## src/rtl/hazard_ctrl.sv

```systemverilog
// -----------------------------------------------------------------------------
// hazard_ctrl
//
// Hazard and sequencing controller for a 5-stage pipelined RISC-V datapath.
// Sits beside the datapath: reads register addresses and control bits from the
// D/E/M/W stage registers and drives their enable/clear inputs plus the E-stage
// operand forward muxes.
//
//   - Operand forwarding selects for srcA/srcB in E (M has priority over W,
//     x0 is never forwarded).
//   - Load-use stall of F/D with a bubble into E.
//   - Branch/jump flush of D and E.
//   - Whole-pipeline freeze (F/D/E/M held, bubble into W) while a data-memory
//     access in M is not ready.
//   - Sticky error state when memory does not respond within MEM_TIMEOUT
//     consecutive waiting cycles; only reset leaves it.
//   - Saturating performance counters for StallF and FlushE cycles.
//
// Parameters
//   MEM_TIMEOUT  consecutive not-ready cycles in WAIT before ERR (1..255)
//   CNT_W        width of the performance counters
//
// Ports
//   clk, reset                 clock, synchronous active-high reset
//   Rs1D, Rs2D                 source registers of the instruction in D
//   Rs1E, Rs2E, RdE            source/destination registers in E
//   RdM, RegWriteM             destination / write enable in M
//   RdW, RegWriteW             destination / write enable in W
//   ResultSrcE                 result select in E (2'b01 = load)
//   PCSrcE                     branch taken or jump in E
//   MemReqM, MemReadyM         data-memory request in M / completion this cycle
//   ForwardAE, ForwardBE       00 rd1E/rd2E, 01 ResultW, 10 ALUResultM
//   StallF/D/E/M               hold the respective stage
//   FlushD, FlushE             clear the respective stage register
//   FlushW                     bubble into W
//   MemErr                     sticky memory-timeout flag
//   StallCycles, FlushCycles   saturating counts of StallF / FlushE cycles
// -----------------------------------------------------------------------------
module hazard_ctrl #(
  parameter int unsigned MEM_TIMEOUT = 16,
  parameter int unsigned CNT_W       = 32
) (
  input  logic             clk,
  input  logic             reset,
  input  logic [4:0]       Rs1D,
  input  logic [4:0]       Rs2D,
  input  logic [4:0]       Rs1E,
  input  logic [4:0]       Rs2E,
  input  logic [4:0]       RdE,
  input  logic [4:0]       RdM,
  input  logic [4:0]       RdW,
  input  logic             RegWriteM,
  input  logic             RegWriteW,
  input  logic [1:0]       ResultSrcE,
  input  logic             PCSrcE,
  input  logic             MemReqM,
  input  logic             MemReadyM,
  output logic [1:0]       ForwardAE,
  output logic [1:0]       ForwardBE,
  output logic             StallF,
  output logic             StallD,
  output logic             StallE,
  output logic             StallM,
  output logic             FlushD,
  output logic             FlushE,
  output logic             FlushW,
  output logic             MemErr,
  output logic [CNT_W-1:0] StallCycles,
  output logic [CNT_W-1:0] FlushCycles
);

  typedef enum logic [1:0] {
    S_IDLE = 2'b00,
    S_WAIT = 2'b01,
    S_ERR  = 2'b10
  } state_e;

  localparam logic [7:0] TIMEOUT = 8'(MEM_TIMEOUT);

  // Forward-select encodings
  localparam logic [1:0] FWD_RF = 2'b00;
  localparam logic [1:0] FWD_W  = 2'b01;
  localparam logic [1:0] FWD_M  = 2'b10;

  state_e           state_q;
  logic [7:0]       tcnt_q;
  logic             mem_err_q;
  logic [CNT_W-1:0] stall_cnt_q, stall_cnt_d;
  logic [CNT_W-1:0] flush_cnt_q, flush_cnt_d;

  logic             lw_stall;
  logic             mem_stall;
  logic             freeze;

  // ---------------------------------------------------------------------------
  // Forwarding: newest producer (M) wins over the older one (W); x0 never
  // forwards because it reads as zero regardless of writes.
  // ---------------------------------------------------------------------------
  function automatic logic [1:0] fwd_sel(
    input logic [4:0] rs,
    input logic       wr_m,
    input logic [4:0] rd_m,
    input logic       wr_w,
    input logic [4:0] rd_w
  );
    if (wr_m && (rd_m != 5'd0) && (rd_m == rs)) begin
      return FWD_M;
    end else if (wr_w && (rd_w != 5'd0) && (rd_w == rs)) begin
      return FWD_W;
    end
    return FWD_RF;
  endfunction

  // ---------------------------------------------------------------------------
  // Hazard terms
  // ---------------------------------------------------------------------------
  assign lw_stall  = (ResultSrcE == 2'b01) && (RdE != 5'd0) &&
                     ((RdE == Rs1D) || (RdE == Rs2D));

  // A not-ready access freezes the pipe only in IDLE/WAIT; ERR freezes anyway.
  // The ready cycle itself is a normal cycle because MemReadyM kills the term.
  assign mem_stall = (state_q != S_ERR) && MemReqM && !MemReadyM;
  assign freeze    = (state_q == S_ERR) || mem_stall;

  // ---------------------------------------------------------------------------
  // Output decode, in priority order: reset, freeze, normal operation.
  // ---------------------------------------------------------------------------
  always_comb begin
    // NOTE: every output gets a default first so no path leaves one unassigned
    // and no latch is inferred.
    ForwardAE = FWD_RF;
    ForwardBE = FWD_RF;
    StallF    = 1'b0;
    StallD    = 1'b0;
    StallE    = 1'b0;
    StallM    = 1'b0;
    FlushD    = 1'b0;
    FlushE    = 1'b0;
    FlushW    = 1'b0;

    if (reset) begin
      FlushD = 1'b1;
      FlushE = 1'b1;
    end else begin
      ForwardAE = fwd_sel(Rs1E, RegWriteM, RdM, RegWriteW, RdW);
      ForwardBE = fwd_sel(Rs2E, RegWriteM, RdM, RegWriteW, RdW);
      if (freeze) begin
        // Pending branch/load-use effects are deferred: D and E stay intact
        // so the hazard is re-evaluated once memory completes.
        StallF = 1'b1;
        StallD = 1'b1;
        StallE = 1'b1;
        StallM = 1'b1;
        FlushW = 1'b1;
      end else begin
        StallF = lw_stall;
        StallD = lw_stall;
        FlushD = PCSrcE;
        FlushE = lw_stall | PCSrcE;
      end
    end
  end

  // ---------------------------------------------------------------------------
  // Memory-wait FSM with timeout. tcnt_q counts consecutive not-ready cycles,
  // including the IDLE cycle that started the wait.
  // ---------------------------------------------------------------------------
  always_ff @(posedge clk) begin
    // NOTE: sequential state uses non-blocking assignments only, so every
    // register samples values from before the edge.
    if (reset) begin
      state_q   <= S_IDLE;
      tcnt_q    <= 8'd0;
      mem_err_q <= 1'b0;
    end else begin
      unique case (state_q)
        S_IDLE: begin
          if (MemReqM && !MemReadyM) begin
            state_q <= S_WAIT;
            tcnt_q  <= 8'd1;
          end
        end
        S_WAIT: begin
          if (MemReadyM) begin
            state_q <= S_IDLE;
            tcnt_q  <= 8'd0;
          end else if (tcnt_q == TIMEOUT) begin
            state_q   <= S_ERR;
            mem_err_q <= 1'b1;
          end else begin
            tcnt_q <= tcnt_q + 8'd1;
          end
        end
        S_ERR: begin
          state_q <= S_ERR;
        end
        default: begin
          state_q <= S_IDLE;
          tcnt_q  <= 8'd0;
        end
      endcase
    end
  end

  // ---------------------------------------------------------------------------
  // Saturating performance counters
  // ---------------------------------------------------------------------------
  always_comb begin
    stall_cnt_d = stall_cnt_q;
    flush_cnt_d = flush_cnt_q;
    if (StallF && (stall_cnt_q != '1)) begin
      stall_cnt_d = stall_cnt_q + CNT_W'(1);
    end
    if (FlushE && (flush_cnt_q != '1)) begin
      flush_cnt_d = flush_cnt_q + CNT_W'(1);
    end
  end

  always_ff @(posedge clk) begin
    if (reset) begin
      stall_cnt_q <= '0;
      flush_cnt_q <= '0;
    end else begin
      stall_cnt_q <= stall_cnt_d;
      flush_cnt_q <= flush_cnt_d;
    end
  end

  assign MemErr      = mem_err_q;
  assign StallCycles = stall_cnt_q;
  assign FlushCycles = flush_cnt_q;

endmodule

```

## config.mk

```make
export PLATFORM = sky130hd
export DESIGN_NAME = hazard_ctrl
export DESIGN_NICKNAME = d
export VERILOG_FILES = /design/src/rtl/hazard_ctrl.sv
export SDC_FILE = /design/constraint.sdc
export NUM_CORES = 1
export LEC_CHECK = 0
export BUFFER_PORTS_ARGS = -buffer_cell sky130_fd_sc_hd__buf_2
export CORE_UTILIZATION = 27
export CTS_CLUSTER_DIAMETER = 150
export DETAILED_ROUTE_END_ITERATION = 10
export SYNTH_ARGS = -nofsm -noshare
export SYNTH_HDL_FRONTEND = slang
export SYNTH_SLANG_ARGS = --single-unit
```

## constraint.sdc

```tcl
create_clock -name clk -period 1.8 [get_ports clk]
set_input_delay 0.27 -clock clk [delete_from_list [all_inputs] [get_ports clk]]
set_output_delay 0.27 -clock clk [all_outputs]
set_load 0.02 [all_outputs]
```

=== Word-level counts from Yosys, hierarchy flattened ===
Cells that the tools add are included.

* Bits in registers: 75
* Latch bits: 0
* Bits in writable memories: 0
* Bits in read-only memories: 0
* Bits of input ports: 44
* Output and inout bits: 76
* Word-level logic and storage cells: 80
* Memories kept: 0

* Add/subtract/negate cells: 3
* $mul: 0
* Div/mod/pow operators: 0
* Order comparisons: 0
* Equal/unequal tests: 16
* Shift-type cells: 0
* Multiplexer cells: 30
* Bitwise gates (word level): 3
* Reductions and logical operators: 23

{| class="wikitable"
|+ Operators with widths
! operator !! count
|-
| adder 32 x 1 -> 32 bit (second input constant) || 2
|-
| != test 32 bit (second input constant) || 2
|-
| equality test 5 bit || 6
|-
| 2-to-1 mux 8 bit || 3
|-
| one-hot mux 8 bit (3 select lines) || 1
|-
| 2-to-1 mux 2 bit || 11
|-
| nonzero test 5 bit || 3
|-
| 2-to-1 mux 1 bit || 14
|-
| logical AND 1 bit || 13
|-
| adder 8 x 1 -> 8 bit (second input constant) || 1
|-
| equality test 8 x 5 -> 1 bit (second input constant) || 1
|-
| != test 3 bit (second input constant) || 2
|-
| one-hot mux 2 bit (3 select lines) || 1
|-
| AND reduction 3 bit || 2
|-
| equality test 2 x 1 -> 1 bit (second input constant) || 2
|-
| != test 2 bit (second input constant) || 2
|-
| equality test 2 bit (second input constant) || 1
|-
| zero test 2 bit || 1
|-
| logical OR 1 bit || 2
|-
| inverter 1 bit || 2
|-
| AND reduction 2 bit || 1
|-
| zero test 1 bit || 1
|-
| OR 1 bit || 1
|}

=== Depth between registers and ports, before layout ===
Gate-level depths: netlist (run 1).

* Depth after elaboration: 8
* Mapped depth: 9
* Gate-level depth less buffers: 8

=== Worst setup path before layout (run 1) ===
No wires, ideal clock.

* Kind: input to output
* Start: input RdM[1]
* End: output ForwardAE[0]
* Arrival: 1908 ps
* Slack: -378 ps
* Stages: 4
* Path buffers: 0
* Cells stage by stage: or4_1 > o21ai_0 > nor3_1 > nor4_1

* Word-level cells in the longest chain between the ends: 7

{| class="wikitable"
|+ Ends and longest elaborated chain
! what !! RTL line !! source
|-
| from (decl) || 50 || <nowiki>input logic [4:0] RdM,</nowiki>
|-
| nonzero test 5 bit || 106 || <nowiki>if (wr_m && (rd_m != 5'd0) && (rd_m == rs)) begin</nowiki>
|-
| logical AND 1 bit || 106 ||
|-
| logical AND 1 bit * || 106 ||
|-
| 2-to-1 mux 1 bit || 106 ||
|-
| 2-to-1 mux 1 bit || 141 || <nowiki>if (reset) begin</nowiki>
|-
| 2-to-1 mux 2 bit * || 111 || <nowiki>return FWD_RF;</nowiki>
|-
| 2-to-1 mux 2 bit * || 141 ||
|-
| to (decl) || 58 || <nowiki>output logic [1:0] ForwardAE,</nowiki>
|}

Mark *: on every way between the ends. The rest lies on a longest branch, timed or not. The select of a mux whose other input is x is not followed.

=== Worst setup path in the final report (run 1) ===
* Start: input RdE[2]
* End: output FlushE

* Word-level cells in the longest chain between the ends: 6

{| class="wikitable"
|+ Ends and longest elaborated chain
! what !! RTL line !! source
|-
| from (decl) || 49 || <nowiki>input logic [4:0] RdE,</nowiki>
|-
| equality test 5 bit / nonzero test 5 bit (equally long branches) || 118, 117 ||
|-
| logical OR 1 bit / logical AND 1 bit (equally long branches) || 118, 117 ||
|-
| logical AND 1 bit * || 117 || <nowiki>assign lw_stall = (ResultSrcE == 2'b01) && (RdE != 5'd0) &&</nowiki>
|-
| OR 1 bit * || 159 || <nowiki>FlushE = lw_stall | PCSrcE;</nowiki>
|-
| 2-to-1 mux 1 bit * || 147 || <nowiki>if (freeze) begin</nowiki>
|-
| 2-to-1 mux 1 bit * || 141 ||
|-
| to (decl) || 65 || <nowiki>output logic FlushE,</nowiki>
|}

Mark *: on every way between the ends. The rest lies on a longest branch, timed or not.

==> results of run 1 <==
timing repair:
action                     4_1_cts  5_1_grt
setup buffers                   28       22
gates cloned                     6        1
hold buffers                     0        0
pin swaps                       72       42
gates resized for setup        120       80
setup endpoints to repair       68       76
worst paths after layout:
kind,start,end,slack (ns),cells past startpoint
worst max-delay path,RdE[2],FlushE,-0.22,9
worst min register to register,MemErr,MemErr,0.44,2
worst min-delay path,reset,MemErr,0.33,3
worst max register to register,FlushCycles[5],FlushCycles[23],-0.19,7
cell usage in the layout (no fill, tap or decap), types with 6 or more instances in the layout:
cell type,instances
buf_4,154
buf_2,107
buf_6,51
a21oi_1,44
nand2_1,30
nor2_1,29
dfxtp_1,28
nand3_1,28
dfxtp_2,27
o31ai_1,24
or4_1,21
dfxtp_4,20
or4_4,18
nor2b_1,17
xnor2_1,16
xor2_1,15
a21oi_2,12
o21ai_0,12
or3_1,12
inv_1,11
mux2_4,11
clkbuf_16,11
nor4_4,10
nand4_1,9
and3_1,9
o31ai_2,7
o21ai_2,6
and4_4,6
buf_12,6
flip-flops by register name, indices dropped and copies added (netlist names):
register     cells
StallCycles     32
state_q          2
tcnt_q           8
MemErr           1
FlushCycles     32
stage by stage:
stage                     instances  setup slack [ns]
final                          1068            -0.220
after global routing           1068            -0.280
after CTS                      1046            -0.246
after detailed placement        996            -0.431
after global placement          996            -0.403
after floorplan                 538            -0.141
final cells by class:
| class | instances | area (um^2) |
|---|---|---|
| Inverter | 13 | 58.8 |
| Timing Repair Buffer | 327 | 2570 |
| Sequential cell | 75 | 1610 |
| Clock inverter | 3 | 16.3 |
| Clock buffer | 13 | 292 |
| Tap cell | 216 | 270 |
| Multi-Input combinational cell | 421 | 3470 |
| Fill cell | 1474 | 7650 |
power groups by stage:
stage          sequential (mW)  combinational [mW]  clock, mW
4_1_cts                   1.65               0.642       1.90
2_1_floorplan             1.70               0.248          0
3_5_place_dp              1.69               0.482          0
6_report                  1.65               0.734       1.85
5_1_grt                   1.65               0.784       1.95
3_3_place_gp              1.69               0.478          0
layer usage:
layer  GRT usage  up-vias  share of wire
met3      0.0267       23          0.036
met1       0.233     2553           0.45
met4      0.0773        0          0.023
li1            -     2638              -
met5           0        -              0
met2       0.306      109           0.49
worst reg2reg max path: cells and delay by family, from the launching register on:
family,cells,cell delay [ns]
buffers and inverters,1,0.20
flip-flops,1,0.35
multiplexers,1,0.29
AND/OR/NAND/NOR,5,1.04
cell families after synthesis:
| logic type | Yosys count | share of synthesized area |
|---|---|---|
| simple gates | 243 | 0.320 |
| compound gates | 121 | 0.165 |
| flops | 75 | 0.340 |
| buf+inv | 43 | 0.0470 |
| xor+xnor | 37 | 0.0734 |
| mux | 15 | 0.0431 |
| fa+ha+maj | 4 | 0.0113 |
==> summary.md, run 1 <==
| Metric | Value |
|---|---|
| Routability congestion estimate | roughly 0.8 |
| CP Cell Sequence | buf_6, or4_4, o21a_1, o21ai_2, o21a_4, buf_12, inv_8, buf_6, buf_6 |
| Sum of negative setup slack | -7.55 ns |
| Clock network power share | 0.437 |
| P_sw | 1.09 mW |
| CP startpoint kind | input port |
| Drt drc | 0 |
| First-pass GRT wire length | around 24 mm |
| Slew HR | 0.631 |
| Worst hold-check path type | in2reg |
| Seq/Total Area, Yosys | 0.340 |
| Syn_area_per_cell | 8.21 um^2 |
| Final net count | 895 |
| Worst Tran Pin Value | 0.554 ns |
| Synth unique cells | between 50 and 60 |
| Final ANT Viol Nets | 0 |
| Post-synth top cells | dfxtp_1 (75), a21oi_1 (56), or4_1 (39) |
| Clock Latency Late Sink | 0.35 ns |
| Mapped cell area | ~4400 um^2 |
| Crit path DAT | 1.75 ns |
| GRT Overall Usage | 0.182 |
| Die Span Y | roughly 130 um |
| Status | complete, but fails checks |
| Max H-tree Level | 3 |
| Final period util | 1.12 |
| Int Pwr | 3.15 mW |
| Setup CP Type | in2out |
| Routed WL | about 16 mm |
| Clock Pin Slew Worst Setup and Hold Paths | 0.06 ns |
| Worst setup margin | -0.220 ns |
| Rows | 46 |
| CP max FO | 3 |
| Failing checks | negative setup slack |
| Grt ovf | 0 |
| Die area | around 17000 um^2 |
| ANT cells | 0 |
| Max IR drop VDD | between 400 and 500 uV |
| CP max stage cell | or4_4 |
| PwrDens | 511 nW/um^2 |
| Via-to-Cell Ratio | 4.98 |
| WHS | approximately 0.33 ns |
| Clk sinks | 75 |
| Top-count cell post-synth | dfxtp_1 |
| Die W | 130 um |
| Synth Register Bits | 75 |
| DR vias | approximately 5300 |
| Initial antenna violation count | 0 |
| Placed cell area | roughly 6600 um^2 |
| Upper clock frequency limit | approximately 0.50 GHz |
| Setup violations, final | 67 |
| Final min period | 2.02 ns |
| Clock Tree Root | clkbuf_16 |
| Logic pwr share | 0.173 |
| Util after Layout | 0.520 |
| Core ar. | 15900 um^2 |
| Largest cells by area after synthesis | dfxtp_1 (34%), or4_1 (6.6%), a21oi_1 (6.3%) |
| Number of global-route vias before repair | 4904 |
| Total of max-cap violations | 0 |
| I/O pins | 120 |
| Req. time, crit path | 1.53 ns |
| Yosys top cell area share | 0.340 |
| Synthesis warning total | 0 |
| Cell taking the most area after synthesis | dfxtp_1 |
| CP Buf/Inv Count | 5 |
| Switching share of power | 0.256 |
| Cells after synthesis | 538 |
| Leak | between 3 and 4 nW |
| Clock buffer count from CTS | 9 |
| Final HPWL DP | 10.2 mm |
| EDFF count, synth | 0 |
| RSZ-0062 raised after global routing | yes |
| CTS tree | done |
| Async S/R FF share, synth | 0 |
| Layout area overhead | 87.7% |
| Top delay family on crit path | simple AND/OR/NAND/NOR gates |
| Final setup skew | 0.00536 ns |
| Seq pwr share | 0.390 |
| Pwr Total | 4.24 mW |
| Largest net degree at the start of global routing | 46 |
| Initial Util | 0.277 |
| WL per Instance | ~15 um |
| Starting DRT DRC Count | 164 |
| Final Cell Area | between 8000 and 9000 um^2 |
| Most used cell, CP | buf_6 |
| Port Buffer Count | 119 |
| CP Capture Type | primary output |
| Final Slew Violations | 0 |
| CP peak stage delay | 0.53 ns |
| Fin. Hold Viols | 0 |
| Primary FF master, synth | dfxtp_1 |
| TritonRoute pass-1 iters | 4 |
| Clock Path Buffers | 2 |
| Syn Nets | between 500 and 600 |
| Share of cells above drive strength 1 | 0.620 |
(Power assumes the default switching activity.)
==> inputs of run 2 (changes only) <==
ABC_AREA = 1   (was default)
TNS_END_PERCENT = 50   (was default)
==> run 2 against run 1 <==
Die area up 21%. Worst setup slack better by 0.31 ns. The run now ends clean. Design area shrank 13%.
==> summary.md, run 2 <==
| Metric | Value |
|---|---|
| Layout area overhead | 34.7% |
| Grt ovf | 0 (unchanged) |
| WHS | 0.194 ns (-0.137 ns) |
| Routed WL | 17.1 mm (+8.3%) |
| EDFF count, synth | 0 (unchanged) |
| Clock Latency Late Sink | 0.35 ns (about the same) |
| Multi-input logic area | 3460 um^2 (-0.25%) |
| Post-synth top cells | nand2_1 (272), nor2_1 (103), nand3_1 (102) |
| Die area | 20400 um^2 (+21%) |
| CP Capture Type | primary output |
| Crit path DAT | 1.44 ns (-0.31 ns) |
| GRT Overall Usage | 0.171 (-0.0115) |
| Clock Path Buffers | 2 (unchanged) |
| Upper clock frequency limit | 0.585 GHz (+18%) |
| FILL cells | 2121 (+44%) |
| First-pass GRT wire length | 27.6 mm (+15%) |
| Synthesis warning total | 0 (unchanged) |
| P_sw | 1.03 mW (-5.0%) |
| WL per Instance | 12.8 um (-13%) |
| Clk sinks | 75 (unchanged) |
| Max H-tree Level | 3 (unchanged) |
| Critical Path End | FlushE |
| Share of cells above drive strength 1 | 0.254 (-0.366) |
| Pre-CTS WS | -0.0163 ns (+0.415 ns) |
| Most used cell, CP | nand2_1 |
| Rows | 51 (+11%) |
| RSZ-0062 raised after global routing | yes |
| Cell taking the most area after synthesis | dfxtp_1 |
| Die Span Y | 143 um (+9.9%) |
| Largest net degree at the start of global routing | 48 (+4.3%) |
| DR vias | 6139 (+15%) |
| I/O pins | 120 (unchanged) |
| Setup CP Type | reg2out |
| Seq pwr share | 0.408 (+0.018) |
| Largest cells by area after synthesis | dfxtp_1 (28%), nand2_1 (19%), nand3_1 (9.5%) |
| Clock network power share | 0.490 (+0.053) |
| Final Slew Violations | 0 (unchanged) |
| Util after Layout | 0.370 (-0.150) |
| Status | finished, final reports clean |
| Worst setup margin | 0.0917 ns (+0.311 ns) |
| Logic pwr share | 0.103 (-0.070) |
| Initial Util | 0.275 (-0.00213) |
| TritonRoute pass-1 iters | 5 (+1) |
| Syn Nets | 927 (+58%) |
| Synth Register Bits | 75 (unchanged) |
| Top Layer Used | met4 |
| Core ar. | 19500 um^2 (+22%) |
| CP peak stage delay | 0.34 ns (-0.19 ns) |
| R2r setup slk | 0.10 ns (+0.29 ns) |
| Cells after synthesis | 879 (+63%) |
| Crit. Startpoint | state_q[0] |
| Req. time, crit path | 1.53 ns (about the same) |
| Final HPWL DP | 13.1 mm (+29%) |
| Routability congestion estimate | 0.927 (+16%) |
| RR Endpoint | StallCycles[16] |
| Met3 wire length | 688 um (+22%) |
| Top-count cell post-synth | nand2_1 |
| Final period util | 0.949 (-0.173) |
| Clock Tree Root | clkbuf_16 |
| Cts-stage hold buffer count | 0 (unchanged) |
| Fin. Hold Viols | 0 (unchanged) |
| Final net count | 1107 (+24%) |
| Placed cell area | 6720 um^2 (+1.3%) |
| Worst hold-check path type | in2reg |
| FF/Latch Area | 1510 um^2 (-6.1%) |
| Synth unique cells | 31 (-44%) |
| Primary FF master, synth | dfxtp_1 |
| Drt drc | 0 (unchanged) |
| Final ANT Viol Nets | 0 (unchanged) |
| Metal2 WL | 7.67 mm (-0.35%) |
| Int Pwr | 3.09 mW (-1.9%) |
| Via-to-Cell Ratio | 4.62 (-7.3%) |
| Final setup skew | 0.00838 ns (+0.00302 ns) |
| Final min period | 1.71 ns (-0.311 ns) |
| CP startpoint kind | register |
| Final Cell Area | 7200 um^2 (-13%) |
| PwrDens | 573 nW/um^2 (+12%) |
| CP Cell Sequence | inv_2, nand2_1, nand2_1, inv_1, nand3_1, nand2_4, buf_2 |
| Worst Tran Pin Value | 0.546 ns (-0.00742 ns) |
| Seq/Total Area, Yosys | 0.281 (-0.0593) |
| Yosys top cell area share | 0.281 (-0.0593) |
| Clock buffer count from CTS | 9 (unchanged) |
| Initial antenna violation count | 0 (unchanged) |
| ANT cells | 0 (unchanged) |
| Starting DRT DRC Count | 400 (+140%) |
| Syn_area_per_cell | 6.09 um^2 (-26%) |
| Worst reg2reg path startpoint | StallCycles[6] |
| Async S/R FF share, synth | 0 (unchanged) |
| Die W | 143 um (+9.9%) |
| Cells on worst reg2reg path | 9 (+2) |
| CP max FO | 7 (+4) |
| Port Buffer Count | 119 (unchanged) |
| Total of max-cap violations | 0 (unchanged) |
| Setup violations, final | 0 (-100%) |
| Max IR drop VDD | 437 uV (+8.3%) |
| CP max stage cell | dfxtp_1 |
| CTS tree | done |
| Met1 WL | 8.42 mm (+18%) |
| Pwr Total | 4.12 mW (-2.7%) |
| Mapped cell area | 5350 um^2 (+21%) |
| Switching share of power | 0.250 (-0.00606) |
| Clock Pin Slew Worst Setup and Hold Paths | 0.06 ns (about the same) |
| Leak | 3.10 nW (-12%) |
| Most frequent cells in the layout | nand2_1 (271), buf_2 (117), nand3_1 (102) |
| Number of global-route vias before repair | 5651 (+15%) |
| Commonest non-fill, non-tap cell in the layout | nand2_1 |
| Slew HR | 0.636 (+0.00495) |
==> run 2: cell families after synthesis <==
kind of cell,Yosys count,synth area share
AO/OA/AOI/OAI,82,0.0777
buffers and inverters,115,0.0943
flip-flops,75,0.281
adder cells (fa/ha/maj),4,0.00936
AND/OR/NAND/NOR,550,0.451
XOR/XNOR,53,0.0868
==> run 2: layer usage <==
metal	up-vias	global-route usage
met3	21	0.0191
met1	2773	0.234
met4	0	0.0611
met2	163	0.276
met5	-	0
li1	3182	-
==> run 2: power groups by stage <==
| stage | registers (mW) | clock network (mW) | logic [mW] |
|---|---|---|---|
| after floorplan | 1.73 | 0 | 0.225 |
| after global placement | 1.72 | 0 | 0.407 |
| after detailed placement | 1.72 | 0 | 0.409 |
| after CTS | 1.68 | 2.08 | 0.417 |
| after global routing | 1.68 | 2.13 | 0.472 |
| final | 1.68 | 2.02 | 0.423 |
==> run 2: what timing repair did <==
action | in CTS | in global routing
buffers inserted | 2 | 1
pin swaps | 2 | 2
gates resized for setup | 5 | 33
setup endpoints to repair | 4 | 72
==> run 2: through the flow <==
step | instances | setup TNS (ns)
6_report | 1329 | 0
5_1_grt | 1329 | -0.159
4_1_cts | 1328 | 0
3_5_place_dp | 1311 | -0.0163
3_3_place_gp | 1311 | -0.00569
2_1_floorplan | 879 | 0
==> run 2: critical path, delay by kind of cell, from the launching register on <==
family	cells	cell delay, ns
buf+inv	3	0.34
simple gates	4	0.42
flops	1	0.34
==> run 2: worst min-delay path by stage <==
stage / to / cells past startpoint / slack (ns) / from
floorplan: state_q[0] / 2 / 0.43 / MemReqM
global placement: MemErr / 2 / 0.44 / MemErr
detailed placement: MemErr / 2 / 0.44 / MemErr
CTS: state_q[0] / 3 / 0.18 / MemReqM
global route: state_q[0] / 3 / 0.22 / MemReqM
finish: state_q[0] / 3 / 0.19 / MemReqM
==> run 2: final cells by class <==
class                      instances  share of cell area
clock buffer                      10              0.0332
clock inverter                     6              0.0122
inverter                          86              0.0448
multi-input combinational        689               0.481
sequential                        75               0.210
tap                              265              0.0460
timing repair buffer             198               0.173
